==> config.mk <==
export PLATFORM = sky130hd
export DESIGN_NAME = ddc_phase_sched
export DESIGN_NICKNAME = d
export VERILOG_FILES = /design/src/rtl/ddc_phase_sched.sv
export SDC_FILE = /design/constraint.sdc
export NUM_CORES = 1
export LEC_CHECK = 0
export ABC_AREA = 1
export BUFFER_PORTS_ARGS = -buffer_cell sky130_fd_sc_hd__clkbuf_2
export CORE_ASPECT_RATIO = 0.75
export CORE_UTILIZATION = 60
export DETAILED_ROUTE_END_ITERATION = 10
export PLACE_DENSITY = 0.86
export SLEW_MARGIN = 20
export SYNTH_ARGS = -nofsm -noshare
export SYNTH_HDL_FRONTEND = slang
export SYNTH_SLANG_ARGS = --single-unit
==> constraint.sdc <==
create_clock -name clk -period 8.6 [get_ports clk]
set_input_delay 2.58 -clock clk [delete_from_list [all_inputs] [get_ports clk]]
set_output_delay 2.58 -clock clk [all_outputs]
set_load 0.1 [all_outputs]
==> src/rtl/ddc_phase_sched.sv <==
// ddc_phase_sched: round-robin phase-word scheduler for one shared ddc_core.
// Per-channel {poff, pinc} words live in a shadow bank (written by cfg_*) and
// an active bank (read by the issue path). Shadow is copied to active
// atomically at frame boundaries. Optional macro DDC_SCHED_TAG_EN builds the
// LATENCY-deep channel-tag delay line that labels ddc_core output samples.
module ddc_phase_sched #(
  parameter int N_CH    = 4,
  parameter int LATENCY = 14,
  localparam int CH_W   = $clog2(N_CH)
) (
  input  logic            clk,
  input  logic            rst_n,
  input  logic            cfg_we,
  input  logic [CH_W-1:0] cfg_ch,
  input  logic [19:0]     cfg_pinc,
  input  logic [19:0]     cfg_poff,
  input  logic            commit_req,
  output logic            commit_ack,
  output logic            commit_pending,
  input  logic            run,
  output logic            phase_valid,
  output logic [48:0]     phase_data,
  output logic [CH_W-1:0] phase_ch,
  output logic [CH_W-1:0] ddc_ch,
  output logic            ddc_ch_valid
);

  localparam logic [CH_W-1:0] LAST_CH = CH_W'(N_CH - 1);

  typedef enum logic [1:0] {IDLE, RUN, STOP} state_t;

  state_t          state, state_nxt;
  logic [CH_W-1:0] cnt, cnt_nxt;
  logic            issue;
  logic            boundary, do_commit;
  logic [39:0]     shadow [N_CH];
  logic [39:0]     active [N_CH];
  logic [39:0]     src;
  logic            resync;
  logic [N_CH-1:0] dirty, dirty_nxt;

  // Boundary detection: any pending cycle while idle, else the cycle showing the last channel.
  always_comb begin
    boundary  = (state == IDLE) ? commit_pending
                                : (phase_valid && (phase_ch == LAST_CH));
    do_commit = commit_pending && boundary;
    // A copy at this edge must already be visible to the word issued at this edge.
    src       = do_commit ? shadow[cnt] : active[cnt];
    resync    = do_commit | dirty[cnt];
  end

  // Next-state logic: STOP keeps issuing until the frame is complete (cnt back at 0).
  always_comb begin
    state_nxt = state;
    cnt_nxt   = cnt;
    issue     = 1'b0;
    case (state)
      IDLE: begin
        if (run) begin
          issue     = 1'b1;
          state_nxt = RUN;
        end
      end
      RUN, STOP: begin
        if (run) begin
          issue     = 1'b1;
          state_nxt = RUN;
        end else if (cnt != '0) begin
          issue     = 1'b1;
          state_nxt = STOP;
        end else begin
          state_nxt = IDLE;
        end
      end
      default: state_nxt = IDLE;
    endcase
    if (issue) cnt_nxt = (cnt == LAST_CH) ? '0 : cnt + CH_W'(1);
  end

  // Dirty bits: all set on a commit, the issued channel's bit consumed by its issue.
  always_comb begin
    dirty_nxt = do_commit ? '1 : dirty;
    if (issue) dirty_nxt[cnt] = 1'b0;
  end

  // Control state and registered issue outputs.
  always_ff @(posedge clk) begin
    if (!rst_n) begin
      state          <= IDLE;
      cnt            <= '0;
      dirty          <= '1;
      phase_valid    <= 1'b0;
      phase_ch       <= '0;
      phase_data     <= '0;
      commit_ack     <= 1'b0;
      commit_pending <= 1'b0;
    end else begin
      state          <= state_nxt;
      cnt            <= cnt_nxt;
      dirty          <= dirty_nxt;
      phase_valid    <= issue;
      phase_ch       <= issue ? cnt : '0;
      phase_data     <= issue ? {resync, 4'b0, src[39:20], 4'b0, src[19:0]} : '0;
      commit_ack     <= do_commit;
      if (do_commit)       commit_pending <= 1'b0;
      else if (commit_req) commit_pending <= 1'b1;
    end
  end

  // Shadow writes and the atomic shadow-to-active copy; a write in the boundary cycle misses the copy.
  always_ff @(posedge clk) begin
    if (!rst_n) begin
      for (int i = 0; i < N_CH; i++) begin
        shadow[i] <= '0;
        active[i] <= '0;
      end
    end else begin
      if (do_commit) begin
        for (int i = 0; i < N_CH; i++) active[i] <= shadow[i];
      end
      if (cfg_we && (int'(cfg_ch) < N_CH)) shadow[cfg_ch] <= {cfg_poff, cfg_pinc};
    end
  end

`ifdef DDC_SCHED_TAG_EN
  logic [CH_W:0] tag_p [LATENCY];

  // Tag delay line: shifts every cycle in every state so tags track core latency exactly.
  always_ff @(posedge clk) begin
    if (!rst_n) begin
      for (int i = 0; i < LATENCY; i++) tag_p[i] <= '0;
    end else begin
      tag_p[0] <= {phase_valid, phase_ch};
      for (int i = 1; i < LATENCY; i++) tag_p[i] <= tag_p[i-1];
    end
  end

  assign {ddc_ch_valid, ddc_ch} = tag_p[LATENCY-1];
`else
  assign ddc_ch       = '0;
  assign ddc_ch_valid = 1'b0;
`endif

endmodule

==> flow_metrics.env, run 1 <==
export IMPL_synthTopCellsByCount="nand2_1 (504), nor2_1 (407), edfxtp_1 (320)"
export IMPL_yosys_area_top_type_share=0.5795
export IMPL_ys_seq_area_frac=0.6471
export IMPL_status="completed"
export IMPL_path_class="primary input to flop"
export IMPL_synthesis_area_um2=16580
export IMPL_fillers=1922
export IMPL_finalCritPeriodShare=0.6529
export IMPL_finalHoldViolCount=0
export IMPL_cp_end_kind="flop"
export IMPL_vias=12040
export IMPL_clk_pin_slew_ns=0.06
export IMPL_worstMarginPinSlew_ns=1.127
export IMPL_grt_ovfl_total=0
export IMPL_drt_iter0_drc=1128
export IMPL_drv_cap=0
export IMPL_gp_congestion=0.8163
export IMPL_synth_area_leader_cell="edfxtp_1"
export IMPL_power_density_nw_per_um2=249.5
export IMPL_routed_wl_um=36430
export IMPL_cts_hold_buf=0
export IMPL_place_inst=2159
export IMPL_cts_tree="built"
export IMPL_drt_wirelength_per_cell_um=16.39
export IMPL_cts_buffers_inserted=36
export IMPL_core_area_um2=27070
export IMPL_synth_simple_area_share=0.2606
export IMPL_rsz0062_at_grt="false"
export IMPL_yosysMostFrequentCell="nand2_1"
export IMPL_die_w_um=194.0
export IMPL_yosysWarnings=0
export IMPL_final_max_slew_viol_count=0
export IMPL_cts_root_buffer="clkbuf_16"
export IMPL_max_freq_mhz=178.1
export IMPL_setup_viol_count_final=0
export IMPL_finalNonFillerCells=2222
export IMPL_io_buffers=92
export IMPL_place_ws_ns=2.234
export IMPL_synth_top_family_by_area="simple AND/OR/NAND/NOR gates"
export IMPL_synthTopCellsByArea="edfxtp_1 (58%), nand2_1 (11%), nor2_1 (9.2%)"
export IMPL_startpoint_type="primary input"
export IMPL_clock_sinks=376
export IMPL_crit_arrival_ns=5.76
export IMPL_slew_headroom=0.2485
export IMPL_floorplan_initialDensity=0.6126
export IMPL_synth_edff_count=320
export IMPL_synth_xor_area_frac=0
export IMPL_crit_fanout=41
export IMPL_worstSkewPairLatency_ns=0.52
export IMPL_synthMuxAreaShare=0
export IMPL_cts_buffer_depth=3
export IMPL_antennaDiodeCount=0
export IMPL_ys_ff_latch=376
export IMPL_htree_levels=2
export IMPL_num_rows=52
export IMPL_dp_hpwl_um=20080
export IMPL_fin_tns_setup_ns=0
export IMPL_required_ns=8.74
export IMPL_dieHeight_um=146.0
export IMPL_grt_pass1_vias=11870
export IMPL_synth_compound_area_frac=0.002943
export IMPL_grt_first_pass_wirelength_um=58330
export IMPL_clock_skew_ns=0.01720
export IMPL_power_leakage_uw=0.008333
export IMPL_syn_inst=1808
export IMPL_synthFlopType="edfxtp_1"
export IMPL_die_area_um2=28310
export IMPL_max_vdd_ir_drop_v=0.0001212
export IMPL_dr_pass1_iters=6
export IMPL_via_per_inst=5.419
export IMPL_drive_above_1_share=0.08765
export IMPL_nNetsFinal=1899
export IMPL_cts_resized_gates=0
export IMPL_synth_adder_area_share=0.004528
export IMPL_io_pins=104
export IMPL_antenna_found_initial=1
export IMPL_post_cts_buffers=0
export IMPL_ant_nets=0
export IMPL_hp_class="flop to flop"
export IMPL_fin_hold_ws_ns=0.5108
export IMPL_avgSynthCellArea_um2=9.171
export IMPL_post_route_drc_count=0
export IMPL_synthDistinctLibCells=22
export IMPL_syn_to_final_growth_pct=9.885
export IMPL_async_reset_ff_frac=0
export IMPL_finalPower_uw=4547
export IMPL_setup_slack_ns=2.985
export IMPL_track_usage=0.2606
export IMPL_min_period_ns=5.615
export IMPL_grt_max_degree=112
## critical path, stage by stage
cell	delay [ns]
clkbuf_2	0.46
nand2_2	0.76
nor2_1	0.47
nand2_2	0.65
nand2_4	0.79
## placed cells by master (no fill, tap or decap), drive strengths merged, types with 3 or more instances in the layout
cell type	synthesis	routed
inv	218	218
buf	77	9
bufinv	0	4
clkinvlp	0	3
clkinv	0	10
dfxtp	56	56
clkbuf	34	138
nand3	172	172
nand3b	4	4
ha	6	6
nor2	407	407
edfxtp	320	320
conb	1	11
a21oi	5	5
nand2	504	504
## registers in the layout, indices dropped and copies added (netlist names), named ones only
| signal | cells |
|---|---|
| state | 2 |
| active | 160 |
| cnt | 2 |
| phase_data | 41 |
| dirty | 4 |
| phase_ch | 2 |
| phase_valid | 1 |
| commit_pending | 1 |
| shadow | 160 |
| commit_ack | 1 |
## report_power, final
part           internal [uW]  switching, uW
registers               2140           63.1
logic                    167            601
clock network            909            663
total                   3220           1330
## stage by stage
step	area (um2)	utilization
after detailed placement	17060	0.6303
after floorplan	16620	-
after global placement	17060	0.6303
after global routing	18220	0.6732
final	18220	0.6732
after CTS	18200	0.6725
## cell families (layout without fill, tap and decap cells)
| kind of cell | after synthesis | after routing |
|---|---|---|
| other cells | 1 | 11 |
| simple gates | 1088 | 1088 |
| compound gates | 8 | 8 |
| buf+inv | 329 | 382 |
| flops | 376 | 376 |
| fa+ha+maj | 6 | 6 |
## per-layer routing
layer | wire, um | track usage | vias to the layer above | part of all wire
met5 | 0 | 0 | - | 0
met4 | 1192 | 0.1091 | 0 | 0.033
met1 | 13820 | 0.3259 | 5629 | 0.38
met2 | 18330 | 0.4572 | 608 | 0.50
li1 | - | - | 5715 | -
met3 | 3082 | 0.03778 | 89 | 0.085
## cell type report
cell class	instances	area (um2)	share of cell area
tap	351	439.2	0.02410
multi-input combinational	1113	4549	0.2497
clock buffer	46	959.7	0.05267
timing repair buffer	101	531.8	0.02919
clock inverter	17	181.4	0.009957
sequential	376	10740	0.5893
inverter	218	820.8	0.04505
## final timing paths
check / startpoint / end / slack, ns / cells past startpoint
hold / removal: state[0]$_SDFFE_PN0P_ / state[0]$_SDFFE_PN0P_ / 0.51 / 2
setup / recovery: rst_n / shadow[0][19]$_SDFFCE_PN0P_ / 2.99 / 5
setup reg to reg: state[1]$_SDFFE_PN0P_ / active[2][5]$_SDFFCE_PN0P_ / 4.65 / 7
hold reg to reg: state[0]$_SDFFE_PN0P_ / state[0]$_SDFFE_PN0P_ / 0.51 / 2
(Power assumes the default switching activity.)
==> run 2, diff against run 1 <==
--- a/config.mk
+++ b/config.mk
@@ -8,9 +8,9 @@
 export ABC_AREA = 1
 export BUFFER_PORTS_ARGS = -buffer_cell sky130_fd_sc_hd__clkbuf_2
 export CORE_ASPECT_RATIO = 0.75
-export CORE_UTILIZATION = 60
+export CORE_UTILIZATION = 55
 export DETAILED_ROUTE_END_ITERATION = 10
-export PLACE_DENSITY = 0.86
+export PLACE_DENSITY = 0.83
 export SLEW_MARGIN = 20
 export SYNTH_ARGS = -nofsm -noshare
 export SYNTH_HDL_FRONTEND = slang
==> constraint.sdc (replaced) <==
create_clock -name clk -period 4.7 [get_ports clk]
set_input_delay 1.41 -clock clk [delete_from_list [all_inputs] [get_ports clk]]
set_output_delay 1.41 -clock clk [all_outputs]
set_load 0.1 [all_outputs]
==> run 2 against run 1 <==
Effect of this change:
- final cell count up 2.4%
- flip-flop and latch count unchanged
- worst hold slack better by 0.017 ns
- sequential power up 82%
- power up 87%
- critical endpoint is now shadow[0][23]$_SDFFCE_PN0P_
- largest power group unchanged
- highest routed layer unchanged
==> flow_metrics.env, run 2 (same netlist as run 1, synthesis figures left out) <==
export IMPL_grtUsageMet3=0.03122
export IMPL_worstSkewPairLatency_ns=0.52
export IMPL_core_area_um2=29390
export IMPL_dieHeight_um=152.4
export IMPL_ant_nets=0
export IMPL_fin_tns_setup_ns=0
export IMPL_grt_max_degree=162
export IMPL_dr_pass1_iters=6
export IMPL_power_internal_uw=6051
export IMPL_cts_root_buffer="clkbuf_16"
export IMPL_cp_end_kind="flop"
export IMPL_ff_latch_area_um2=10740
export IMPL_final_max_slew_viol_count=0
export IMPL_syn_to_final_growth_pct=11.42
export IMPL_final_cell_mix="nand2_1 (495), nor2_1 (407), edfxtp_1 (320)"
export IMPL_io_pins=104
export IMPL_clkPwrFrac=0.360
export IMPL_path_class="primary input to flop"
export IMPL_startpoint_type="primary input"
export IMPL_via_per_inst=5.206
export IMPL_crit_cells=6
export IMPL_rsz0062_at_grt="false"
export IMPL_grt_ovfl_total=0
export IMPL_critPathTopFamily="simple AND/OR/NAND/NOR gates"
export IMPL_swShare=0.2870
export IMPL_crit_chain="clkbuf_2 > nand2_2 > nor2_1 > nand2_2 > nand2_2 > buf_4"
export IMPL_clock_sinks=376
export IMPL_cts_tree="built"
export IMPL_reg2reg_depth=6
export IMPL_antennaDiodeCount=0
export IMPL_fillers=2271
export IMPL_cp_common_cell="nand2_2"
export IMPL_htree_levels=2
export IMPL_num_rows=54
export IMPL_dp_hpwl_um=19900
export IMPL_setup_viol_count_final=0
export IMPL_worst_r2r_setup_slack_ns=2.19
export IMPL_clock_skew_ns=0.01467
export IMPL_clk_pin_slew_ns=0.06
export IMPL_status="completed"
export IMPL_grt_use_met2=0.4049
export IMPL_slowest_stage="nand2_2"
export IMPL_die_area_um2=30850
export IMPL_post_route_drc_count=0
export IMPL_slew_headroom=0.2678
export IMPL_nNetsFinal=1909
export IMPL_cts_buffer_depth=3
export IMPL_combinationalPowerShare=0.166
export IMPL_cts_hold_buf=0
export IMPL_cpPeakStageDelay_ns=0.56
export IMPL_finalNonFillerCells=2276
export IMPL_drive_above_1_share=0.09660
export IMPL_largest_registers="active (160), shadow (160), phase_data (41)"
export IMPL_power_density_nw_per_um2=459.4
export IMPL_post_cts_buffers=0
export IMPL_mostFrequentLayoutCell="nand2_1"
export IMPL_worst_path_buf_inv=2
export IMPL_use_met1=0.3084
export IMPL_power_leakage_uw=0.008448
export IMPL_place_inst=2209
export IMPL_required_ns=4.92
export IMPL_min_period_ns=2.930
export IMPL_floorplan_initialDensity=0.5642
export IMPL_grt_first_pass_wirelength_um=58240
export IMPL_finalHoldViolCount=0
export IMPL_drt_wirelength_per_cell_um=15.80
export IMPL_crit_arrival_ns=3.15
export IMPL_grt_pass1_vias=11560
export IMPL_critPathLaunch="rst_n"
export IMPL_track_usage=0.2364
export IMPL_max_freq_mhz=341.3
export IMPL_r2r_end="phase_data[26]$_SDFF_PN0_"
export IMPL_switchingPower_uw=2436
export IMPL_hp_class="flop to flop"
export IMPL_routed_wl_um=35970
export IMPL_vias=11850
export IMPL_drv_cap=0
export IMPL_pwr_share_seq=0.475
export IMPL_worstMarginPinSlew_ns=1.098
export IMPL_max_vdd_ir_drop_v=0.0003285
export IMPL_antenna_found_initial=0
export IMPL_gp_congestion=0.7710
export IMPL_io_buffers=92
export IMPL_fin_hold_ws_ns=0.5282
export IMPL_drt_iter0_drc=1111
export IMPL_multiInputGateArea_um2=4543
export IMPL_grt_busiest_layer="met2"
export IMPL_cts_buffers_inserted=36
export IMPL_cp_endpoint="shadow[0][23]$_SDFFCE_PN0P_"
export IMPL_finalCritPeriodShare=0.6234
export IMPL_crit_fanout=24
export IMPL_die_w_um=202.5
export IMPL_cts_resized_gates=0
## run 2: changes by cell type in the layout (fill, tap and decap cells not counted), sizes merged
cell	previous run	this run
clkinvlp	3	2
bufinv	4	5
clkinv	10	9
buf	9	19
clkbuf	138	140
inv	218	220
## run 2: power by group through the flow
stage	Combinational [uW]	Sequential, uW	Clock [uW]
floorplan	835	4370	0
global placement	1340	4090	0
detailed placement	1380	4100	0
CTS	1400	4040	3070
global route	1540	4060	3210
finish	1410	4030	3050
## run 2: worst reg2reg max path: stages, from the launching register on
cell,delay (ns)
dfxtp_4,0.77
buf_4,0.96
nand2_1,0.24
nand3_1,0.14
nand2_1,0.08
nor2_1,0.13
nor2_1,0.08
## run 2: area by class of cell
cell class                      instances  area share
Inverter                              218     0.04443
Clock buffer                           48     0.05560
Timing Repair Buffer                  111     0.03440
Multi-Input combinational cell       1113      0.2459
Tap cell                              392     0.02655
Sequential cell                       376      0.5812
Clock inverter                         18     0.01192
## run 2: worst min path at each step
| stage | start | to | slack, ns | cells after the start |
|---|---|---|---|---|
| floorplan | state[0]$_SDFFE_PN0P_ | state[0]$_SDFFE_PN0P_ | 0.48 | 2 |
| global placement | state[0]$_SDFFE_PN0P_ | state[0]$_SDFFE_PN0P_ | 0.49 | 2 |
| detailed placement | dirty[3]$_SDFF_PN1_ | dirty[3]$_SDFF_PN1_ | 0.51 | 3 |
| CTS | dirty[3]$_SDFF_PN1_ | dirty[3]$_SDFF_PN1_ | 0.53 | 3 |
| global route | state[0]$_SDFFE_PN0P_ | state[0]$_SDFFE_PN0P_ | 0.54 | 2 |
| finish | dirty[3]$_SDFF_PN1_ | dirty[3]$_SDFF_PN1_ | 0.53 | 3 |
## run 2: metrics by stage
| step | instance area [um2] | util | power (uW) | setup slack (ns) |
|---|---|---|---|---|
| after floorplan | 16620 | - | 5200 | 0.6033 |
| after global placement | 17200 | 0.5852 | 5437 | 1.256 |
| after detailed placement | 17200 | 0.5852 | 5489 | 1.255 |
| after CTS | 18450 | 0.6277 | 8509 | 1.785 |
| after global routing | 18480 | 0.6286 | 8805 | 1.640 |
| final | 18480 | 0.6286 | 8487 | 1.770 |
## run 2: metal layers
layer / wire, um / up-vias
met1: 14190 / 5518
met5: 0 / -
met3: 2805 / 85
met4: 1094 / 0
met2: 17880 / 510
li1: - / 5735
==> run 3, diff against run 2 <==
--- a/config.mk
+++ b/config.mk
@@ -5,7 +5,7 @@
 export SDC_FILE = /design/constraint.sdc
 export NUM_CORES = 1
 export LEC_CHECK = 0
-export ABC_AREA = 1
+export ABC_AREA = 0
 export BUFFER_PORTS_ARGS = -buffer_cell sky130_fd_sc_hd__clkbuf_2
 export CORE_ASPECT_RATIO = 0.75
 export CORE_UTILIZATION = 55
==> constraint.sdc (replaced) <==
create_clock -name clk -period 2.6 [get_ports clk]
set_input_delay 0.78 -clock clk [delete_from_list [all_inputs] [get_ports clk]]
set_output_delay 0.78 -clock clk [all_outputs]
set_load 0.1 [all_outputs]
==> run 3 against run 2 <==
Effect of this change:
- power rose by 70%
- routed wire length fell by 12%
- critical path type is now flop to primary output
- largest cell class unchanged
- core utilization rose by 0.84 points
- highest routed layer unchanged
==> flow_metrics.env, run 3 <==
export IMPL_max_vdd_ir_drop_v=0.0003943
export IMPL_whs_endpoint="commit_pending$_SDFFE_PP0P_"
export IMPL_synthTopCellsByCount="edfxtp_1 (320), and3_1 (201), and2_1 (120)"
export IMPL_cts_tree="built"
export IMPL_cp_end_kind="primary output"
export IMPL_startpoint_type="flop"
export IMPL_synth_edff_count=320
export IMPL_finalCritPeriodShare=0.8570
export IMPL_crit_reg2reg_launch="state[1]$_SDFFE_PN0P_"
export IMPL_holdPathStages=3
export IMPL_required_ns=1.82
export IMPL_fillers=1993
export IMPL_synthesis_area_um2=15990
export IMPL_syn_to_final_growth_pct=12.80
export IMPL_worstMarginPinSlew_ns=0.6060
export IMPL_place_ws_ns=0.3952
export IMPL_synthDistinctLibCells=36
export IMPL_crit_chain="clkbuf_2"
export IMPL_slew_headroom=0.5960
export IMPL_crit_fanout=4
export IMPL_status="completed"
export IMPL_drv_cap=0
export IMPL_hp_start="commit_req"
export IMPL_yosysMostFrequentCell="edfxtp_1"
export IMPL_pwr_share_seq=0.506
export IMPL_reg2reg_depth=6
export IMPL_grt_pass1_vias=8955
export IMPL_max_freq_mhz=448.8
export IMPL_die_area_um2=29760
export IMPL_grt_ovfl_total=0
export IMPL_syn_inst=1050
export IMPL_worst_r2r_setup_slack_ns=0.57
export IMPL_yosysWarnings=0
export IMPL_cts_buffer_depth=3
export IMPL_mostFrequentLayoutCell="edfxtp_1"
export IMPL_grt_first_pass_wirelength_um=49860
export IMPL_cts_hold_buf=0
export IMPL_dp_hpwl_um=18970
export IMPL_finalHoldViolCount=0
export IMPL_post_route_drc_count=0
export IMPL_final_cell_mix="edfxtp_1 (320), and3_1 (201), and2_1 (120)"
export IMPL_ys_seq_area_frac=0.6711
export IMPL_track_usage=0.2233
export IMPL_core_area_um2=28320
export IMPL_critPathTopFamily="buffers and inverters"
export IMPL_crit_arrival_ns=1.45
export IMPL_post_cts_buffers=0
export IMPL_via_per_inst=5.781
export IMPL_worst_path_buf_inv=1
export IMPL_ys_ff_latch=376
export IMPL_synthFlopType="edfxtp_1"
export IMPL_cts_root_buffer="clkbuf_16"
export IMPL_cts_buffers_inserted=38
export IMPL_largest_registers="active (160), shadow (160), phase_data (41)"
export IMPL_min_period_ns=2.228
export IMPL_setup_slack_ns=0.3719
export IMPL_clkPwrFrac=0.357
export IMPL_drt_iter0_drc=688
export IMPL_yosys_area_top_type_share=0.6010
export IMPL_power_leakage_uw=0.007244
export IMPL_grt_max_degree=79
export IMPL_cts_resized_gates=0
export IMPL_clock_skew_ns=0.01434
export IMPL_path_class="flop to primary output"
export IMPL_rsz0062_at_grt="false"
export IMPL_power_density_nw_per_um2=800.6
export IMPL_drive_above_1_share=0.2342
export IMPL_gp_congestion=0.7590
export IMPL_hp_class="primary input to flop"
export IMPL_num_rows=53
export IMPL_synth_area_leader_cell="edfxtp_1"
export IMPL_clock_sinks=376
export IMPL_r2r_end="phase_data[43]$_SDFF_PN0_"
export IMPL_crit_cells=1
export IMPL_worstSkewPairLatency_ns=0.53
export IMPL_vias=8915
export IMPL_combinationalPowerShare=0.138
export IMPL_floorplan_initialDensity=0.5647
export IMPL_ant_nets=0
export IMPL_dr_pass1_iters=5
export IMPL_antennaDiodeCount=0
export IMPL_switchingPower_uw=3711
export IMPL_drt_wirelength_per_cell_um=20.53
export IMPL_routed_wl_um=31650
export IMPL_antenna_found_initial=0
export IMPL_clk_pin_slew_ns=0.06
export IMPL_setup_viol_count_final=0
export IMPL_fin_tns_setup_ns=0
export IMPL_final_max_slew_viol_count=0
export IMPL_io_buffers=92
export IMPL_die_w_um=198.9
export IMPL_io_pins=104
export IMPL_slowest_stage="clkbuf_2"
export IMPL_dieHeight_um=149.7
export IMPL_nNetsFinal=1181
export IMPL_avgSynthCellArea_um2=15.23
export IMPL_cpPeakStageDelay_ns=0.50
export IMPL_power_internal_uw=10730
export IMPL_swShare=0.2570
export IMPL_htree_levels=2
export IMPL_synthTopCellsByArea="edfxtp_1 (60%), mux4_2 (11%), and3_1 (7.9%)"
export IMPL_async_reset_ff_frac=0
## run 3: cell count changes after synthesis, moves of 120 or more
cell / previous run / this run
and3_1: 0 / 201
nand2_1: 504 / 82
and2_1: 0 / 120
nand3_1: 171 / 2
inv_1: 215 / 6
nor2_1: 407 / 9
## run 3: layer usage
layer  global-route usage  vias up  part of all wire
li1                     -     4084                 -
met2               0.3682      328              0.49
met1               0.3058     4458              0.41
met4              0.06769        0             0.021
met5                    0        -                 0
met3              0.03989       45             0.076
## run 3: cell type report
cell class / instances / area [um2] / area share
repair buffers: 127 / 863.3 / 0.04787
inverters: 7 / 26.28 / 0.001457
multi-input cells: 578 / 4765 / 0.2642
flip-flops and latches: 376 / 10740 / 0.5954
clock inverters: 22 / 156.4 / 0.008672
clock buffers: 47 / 1006 / 0.05578
well taps: 385 / 481.7 / 0.02671
## run 3: worst max-delay path by stage
stage | from | endpoint | slack, ns
after detailed placement | rst_n | active[2][24]$_SDFFCE_PN0P_ | 0.40
after global placement | rst_n | active[0][24]$_SDFFCE_PN0P_ | 0.46
after floorplan | phase_ch[1]$_SDFF_PN0_ | active[0][0]$_SDFFCE_PN0P_ | 0.01
after CTS | commit_pending$_SDFFE_PP0P_ | commit_pending | 0.35
final | commit_pending$_SDFFE_PP0P_ | commit_pending | 0.37
after global routing | commit_pending$_SDFFE_PP0P_ | commit_pending | 0.32
## run 3: metrics by stage
stage                     instance area (um2)  hold WS (ns)  total power (uW)    util  std cells
after floorplan                         16050        0.4659              8948       -       1060
after global placement                  16870        0.4776              9353  0.5959       1473
after detailed placement                16870        0.4836              9423  0.5959       1473
after CTS                               18040        0.4625             14540  0.6370       1542
after global routing                    18040        0.4808             14960  0.6370       1542
final                                   18040        0.4831             14440  0.6370       1542
## run 3: power by group through the flow
| stage | clock network [uW] | logic, uW | registers (uW) |
|---|---|---|---|
| global route | 5480 | 2130 | 7350 |
| finish | 5150 | 1990 | 7300 |
| CTS | 5230 | 2000 | 7310 |
| floorplan | 0 | 1200 | 7750 |
| global placement | 0 | 1960 | 7390 |
| detailed placement | 0 | 1990 | 7430 |
## run 3: kinds of logic (layout without fill, tap and decap cells)
group,after synthesis,in the layout,synth area share
other cells,1,11,0.0002345
fa+ha+maj,6,6,0.004695
buf+inv,106,203,0.03725
simple gates,425,425,0.1531
compound gates,54,54,0.01886
mux,82,82,0.1147
flops,376,376,0.6711
## run 3: worst reg2reg max path, delay by kind of cell (launching register included)
| family | cells | cell delay, ns |
|---|---|---|
| AO/OA/AOI/OAI | 2 | 0.65 |
| adder cells (fa/ha/maj) | 1 | 0.29 |
| buffers and inverters | 2 | 0.48 |
| flip-flops | 1 | 0.35 |
| AND/OR/NAND/NOR | 1 | 0.13 |
